==> src/rtl/bpsk_phase_gen.sv <==
// Phase-accumulator address generator for a 128-entry sine LUT with BPSK / 2DPSK
// half-cycle phase offsets applied per accepted data bit.
module bpsk_phase_gen #(
  parameter int ACC_W   = 16,
  parameter int BIT_LEN = 256,
  parameter int CNT_W   = 16
) (
  input  logic             clk,
  input  logic             reset_n,
  input  logic [ACC_W-1:0] freq_word,
  input  logic             dpsk_en,
  input  logic             bit_data,
  input  logic             bit_valid,
  output logic             bit_ready,
  output logic [6:0]       address,
  output logic             busy,
  output logic             bit_strobe,
  output logic             underrun
);

  typedef enum logic {IDLE, RUN} state_t;

  state_t           state_reg, state_next;
  logic [ACC_W-1:0] acc_reg, acc_next, acc_sum;
  logic [CNT_W-1:0] cnt_reg, cnt_next;
  logic             offset_reg, offset_next;
  logic             ref_reg, ref_next;
  logic [6:0]       addr_reg, addr_next;
  logic             strobe_reg, strobe_next;
  logic             underrun_reg, underrun_next;
  logic             last_cnt, accept, new_offset, new_ref;

  assign last_cnt  = (cnt_reg == CNT_W'(BIT_LEN - 1));
  assign bit_ready = reset_n & ((state_reg == IDLE) | last_cnt);
  assign accept    = bit_valid & bit_ready;

  // Differential mode chains the offset through ref; absolute mode leaves ref alone.
  assign new_offset = dpsk_en ? (ref_reg ^ bit_data) : bit_data;
  assign new_ref    = dpsk_en ? new_offset : ref_reg;
  assign acc_sum    = acc_reg + freq_word;

  always_comb begin
    state_next    = state_reg;
    acc_next      = acc_reg;
    cnt_next      = cnt_reg;
    offset_next   = offset_reg;
    ref_next      = ref_reg;
    addr_next     = addr_reg;
    strobe_next   = 1'b0;
    underrun_next = 1'b0;
    case (state_reg)
      IDLE: begin
        acc_next  = '0;
        cnt_next  = '0;
        addr_next = 7'd0;
        if (accept) begin
          state_next  = RUN;
          offset_next = new_offset;
          ref_next    = new_ref;
          addr_next   = {new_offset, 6'b0};
          strobe_next = 1'b1;
        end
      end
      RUN: begin
        if (!last_cnt) begin
          acc_next  = acc_sum;
          cnt_next  = cnt_reg + CNT_W'(1);
          addr_next = acc_sum[ACC_W-1 -: 7] + {offset_reg, 6'b0};
        end else if (accept) begin
          // Phase-continuous bit boundary: only the offset changes.
          acc_next    = acc_sum;
          cnt_next    = '0;
          offset_next = new_offset;
          ref_next    = new_ref;
          addr_next   = acc_sum[ACC_W-1 -: 7] + {new_offset, 6'b0};
          strobe_next = 1'b1;
        end else begin
          state_next    = IDLE;
          acc_next      = '0;
          cnt_next      = '0;
          offset_next   = 1'b0;
          ref_next      = 1'b0;
          addr_next     = 7'd0;
          underrun_next = 1'b1;
        end
      end
      default: state_next = IDLE;
    endcase
  end

  always_ff @(posedge clk or negedge reset_n) begin
    if (!reset_n) begin
      state_reg    <= IDLE;
      acc_reg      <= '0;
      cnt_reg      <= '0;
      offset_reg   <= 1'b0;
      ref_reg      <= 1'b0;
      addr_reg     <= 7'd0;
      strobe_reg   <= 1'b0;
      underrun_reg <= 1'b0;
    end else begin
      state_reg    <= state_next;
      acc_reg      <= acc_next;
      cnt_reg      <= cnt_next;
      offset_reg   <= offset_next;
      ref_reg      <= ref_next;
      addr_reg     <= addr_next;
      strobe_reg   <= strobe_next;
      underrun_reg <= underrun_next;
    end
  end

  assign address    = addr_reg;
  assign busy       = (state_reg == RUN);
  assign bit_strobe = strobe_reg;
  assign underrun   = underrun_reg;

endmodule
==> config.mk <==
export PLATFORM = sky130hd
export DESIGN_NAME = bpsk_phase_gen
export DESIGN_NICKNAME = d
export VERILOG_FILES = /design/src/rtl/bpsk_phase_gen.sv
export SDC_FILE = /design/constraint.sdc
export NUM_CORES = 1
export LEC_CHECK = 0
export ABC_CLOCK_PERIOD_IN_PS = 2560
export BUFFER_PORTS_ARGS = -buffer_cell sky130_fd_sc_hd__buf_2
export CAP_MARGIN = 20
export CORE_ASPECT_RATIO = 1.2
export CORE_UTILIZATION = 26
export CTS_CLUSTER_SIZE = 24
export DETAILED_ROUTE_END_ITERATION = 7
export GPL_TIMING_DRIVEN = 0
export SLEW_MARGIN = 20
export SYNTH_ARGS = -nofsm -noshare
export SYNTH_HDL_FRONTEND = slang
export SYNTH_SLANG_ARGS = --single-unit
==> constraint.sdc <==
create_clock -name clk -period 2.56 [get_ports clk]
set_clock_uncertainty 0.05 [all_clocks]
set_input_delay 0.256 -clock clk [delete_from_list [all_inputs] [get_ports clk]]
set_output_delay 0.256 -clock clk [all_outputs]
set_load 0.005 [all_outputs]
# == Word-level counts from Yosys, hierarchy flattened ==
# Index checks and enable logic that the tools add are counted.
# word_totals
reg_bits,44
latch_bits,0
ram_bits,0
rom_bits,0
inputBits,21
output_inout_bits,11
elab_cells,48
n_memories,0
# classes
n_addsub,4
mul,0
div,0
n_lt_le_gt_ge,0
n_eq_ne,3
n_shift,0
n_mux,27
bitwise,5
n_reduce_logical,1
# op_table
operator,n
16-bit case mux with 2 select lines,2
16-bit two-way mux,3
7-bit two-way mux,3
"16-bit by 1-bit adder with 16-bit output, second input constant",1
16-bit adder,1
"16-bit by 8-bit equality test with 1-bit output, second input constant",1
7-bit adder,2
1-bit two-way mux,14
7-bit case mux with 2 select lines,1
1-bit case mux with 2 select lines,4
1-bit bitwise AND,2
"2-bit by 1-bit != test with 1-bit output, second input constant",1
"2-bit != test, second input constant",1
2-bit AND reduction,1
1-bit inverter,1
1-bit OR,1
1-bit XOR,1

# == Logic depth before layout (Yosys ltp) ==
# depth
word_depth,7
mapped_depth,11
mapped_depth_nobuf,11

# == Worst setup path after synthesis ==
# OpenSTA, ideal clock, no wires.
# synth_timing
path_type,register -> register
startpoint,reg acc_reg[0]
endpoint,reg addr_reg[5] (netlist: address[5])
setup_ns,0.125
t_arrival_ns,2.319
required_time_ns,2.385
setup_slack_ns,0.066
stages_incl_launch_ff,12
n_path_buf,0
synth_period_minus_slack_ns,2.494
cell_sequence,dfrtp_1 ha_1 inv_1 fa_1 and2b_1 o21ai_2 a21boi_1 o21ai_2 a211oi_1 o31a_1 o32ai_1 mux2_2
# synth_between
elab_chain_cells,5
word_cells_on_any_way,6
cone_classes,add/sub: 3; mux: 3
# synth_lines
item,line_no,text
start: declaration,24,"logic [ACC_W-1:0] acc_reg, acc_next, acc_sum;"
start signal: assignment,103,acc_reg <= acc_next;
16-bit adder *,40,assign acc_sum = acc_reg + freq_word;
7-bit adder,75,"addr_next = acc_sum[ACC_W-1 -: 7] + {new_offset, 6'b0};"
7-bit two-way mux,69,end else if (accept) begin
7-bit two-way mux *,65,if (!last_cnt) begin
7-bit case mux with 2 select lines *,51,case (state_reg)
end signal: assignment,107,addr_reg <= addr_next;
end: declaration,28,"logic [6:0] addr_reg, addr_next;"
# Mark *: on every way between the ends. The rest lies on a longest branch, timed or not.
# A chain may end at the register's enable or synchronous reset.

# == Worst setup path in the final report ==
# Same ends and word-level chain as after synthesis.

==> results.json <==
{
  "fin_ws_ps": 1.39,
  "n_antenna_cell": 0,
  "synth-edff-count": 0,
  "syn-cell-area_um2": 2310,
  "largest_register_ffs": 16,
  "clkSinkCount": 38,
  "grt_antenna_before_repair": 0,
  "hpwlAfterDp_mm": 3.42,
  "tightest_slew_ps": 904,
  "clkPwrFrac_pct": 18.4,
  "cp-endpoint": "address[5]$_DFF_PN0_",
  "path_clk_slew_ps": 70,
  "synth_nets": 281,
  "clk_latency_ps": 290,
  "rrSetupSlack_ps": 1,
  "crit_slowest_cell": "dfrtp_1",
  "worstPathArrival_ps": 2680,
  "ir_drop_mv": 0.275,
  "grt_pass1_wl_mm": 8.22,
  "avgSynthCellArea_um2": 9.51,
  "final_util_pct": 32.6,
  "path_class": "reg2reg",
  "path_buf_inv": 1,
  "root_buffer": "clkbuf_8",
  "cp_top_family": "compound AO/OA/AOI/OAI gates",
  "setup_viol": 0,
  "yosysWarnings": 0,
  "postRouteAntennaNets": 0,
  "drv_cap": 0,
  "async_reset_ff_share_pct": 100,
  "gp_congestion": 0.771,
  "synth_seq_cells": 38,
  "viasPerCell": 4.47,
  "dieArea_um2": 9270,
  "reg2reg_to": "address[5]$_DFF_PN0_",
  "p_int_mw": 1.73,
  "dr_total_vias": 1807,
  "critPathLaunchType": "flop",
  "synth-seq-area-share_pct": 41.1,
  "finalHoldViolations": 0,
  "critical_path_depth": 11,
  "crit_chain": "ha_2 -> inv_2 -> fa_2 -> and2b_1 -> o21ai_2 -> a21boi_2 -> o21ai_2 -> a211oi_2 -> o31a_1 -> o32ai_4 -> mux2_4",
  "fin_crit_ps": 2560,
  "coreArea_um2": 8610,
  "dp_slack_ps": -268,
  "required_ps": 2680,
  "cpMostUsedCell": "o21ai_2",
  "post_dp_cell_area_um2": 2610,
  "port_buffers": 31,
  "fillers": 937,
  "outcome": "finished clean",
  "comb_power_share_pct": 51.8,
  "pwr-share-seq_pct": 29.8,
  "routed_wl_mm": 4.63,
  "power_switching_share_pct": 36.4,
  "cts_tree": "yes",
  "cts_max_path_buffers": 2,
  "synthFlopType": "dfrtp_1",
  "drc": 0,
  "fin_area_um2": 2810,
  "ys_types": 48,
  "drtIter0Drc": 102,
  "drive_gt1_share_pct": 25.4,
  "power_leakage_nw": 1.32,
  "rows": 37,
  "hold_buffers": 0,
  "hp-class": "in2async",
  "relSlewSlack_pct": 39.8,
  "max_freq_mhz": 391,
  "area_delta_synth_final_pct": 21.4,
  "grt_pass1_vias": 1859,
  "critPathMaxStageDelay_ps": 370,
  "numCtsBuffers": 5,
  "switchingPower_mw": 0.990,
  "drt-pass1-iter-count": 4,
  "end_kind": "flop",
  "power_density_nw_per_um2": 969,
  "grt_setup_unrepaired": "true",
  "cts.htree.levels": 2,
  "io_pins": 32,
  "grt_max_degree": 42,
  "wl_per_cell_um": 11.5,
  "die_h_um": 105,
  "nNetsFinal": 324,
  "dieWidth_um": 88.1,
  "fin_crit_sh_pct": 99.9,
  "finalMaxSlewViolations": 0,
  "timing.critical_path.from": "acc_reg[0]$_DFF_PN0_",
  "r2r_start": "acc_reg[0]$_DFF_PN0_",
  "start_util_pct": 26.8,
  "grt_overflow_total": 0,
  "groute.usage.overall_pct": 11.4,
  "rr_worst_depth": 11,
  "synthCells": 243,
  "finalSetupTns_ps": 0,
  "cp_max_fo": 2
}
synth_stat cells, types with 6 or more instances:
cell / count / area share [%]
nor2_1: 34 / 5.5
inv_1: 8 / 1.3
and3_1: 7 / 1.9
xnor2_1: 10 / 3.8
ha_1: 16 / 8.7
dfrtp_1: 38 / 41
xor2_1: 15 / 5.7
buf_4: 6 / 1.9
nand2_1: 20 / 3.2
a21oi_1: 9 / 1.9
nor3_1: 7 / 1.5
nand3_1: 11 / 2.4
power groups by stage:
stage | logic (mW) | clock network (mW) | registers [mW]
floorplan | 1.05 | 0 | 0.809
global placement | 1.28 | 0 | 0.819
detailed placement | 1.30 | 0 | 0.823
CTS | 1.39 | 0.520 | 0.811
global route | 1.60 | 0.545 | 0.829
finish | 1.41 | 0.502 | 0.809
per-layer routing:
metal,vias to the layer above,routed length [µm],share of wire (%),global-route usage (%)
li1,925,-,-,-
met3,7,153,3.3,3.05
met5,-,0,0,0
met4,0,77,1.7,4.15
met1,845,2120,46,13.3
met2,30,2280,49,19.7
cell usage in the layout (no fill, tap or decap), drive strengths merged, types with 8 or more instances in the layout:
master	synthesis	final
nand2	20	20
a21oi	11	11
buf	10	46
dfrtp	38	38
nor2	34	34
xnor2	10	10
nor3	9	9
inv	8	8
xor2	15	15
ha	16	16
nand3	12	12
worst min-delay path by stage:
stage / start / end / slack (ps) / cells after the start
floorplan: reset_n / acc_reg[0]$_DFF_PN0_ / -90 / 0
global placement: reset_n / acc_reg[5]$_DFF_PN0_ / 400 / 1
detailed placement: reset_n / acc_reg[5]$_DFF_PN0_ / 400 / 1
CTS: reset_n / address[0]$_DFF_PN0_ / 80 / 1
global route: reset_n / address[0]$_DFF_PN0_ / 110 / 1
finish: reset_n / acc_reg[5]$_DFF_PN0_ / 20 / 1
through the flow:
step	hold slack, ps	cells	total power, mW
2_1_floorplan	-89.6	243	1.86
3_3_place_gp	399	391	2.10
3_5_place_dp	400	391	2.12
4_1_cts	80.9	405	2.72
5_1_grt	111	404	2.98
6_report	24.0	404	2.72
timing repair:
item / in CTS / in global routing
resized for setup: 7 / 5
hold endpoints to repair: 0 / 0
setup buffers: 6 / 0
pin swaps: 9 / 3
setup endpoints to repair: 3 / 3
area by class of cell:
class	count	area [µm²]	area share (%)
timing repair buffer	37	200	7.14
clock inverter	3	40.0	1.43
sequential	38	951	33.9
inverter	8	30.0	1.07
clock buffer	5	68.8	2.45
tap	117	146	5.22
buffer	10	70.1	2.50
multi-input combinational	186	1300	46.3
logic make-up after synthesis:
group           count (synthesis)  synth area share, %
xor+xnor                       25                 9.47
compound gates                 37                 11.7
flops                          38                 41.1
mux                             2                0.974
simple gates                  105                 22.9
buf+inv                        19                 4.28
fa+ha+maj                      17                 9.53
No activity file was read; power rests on OpenSTA's default activity.
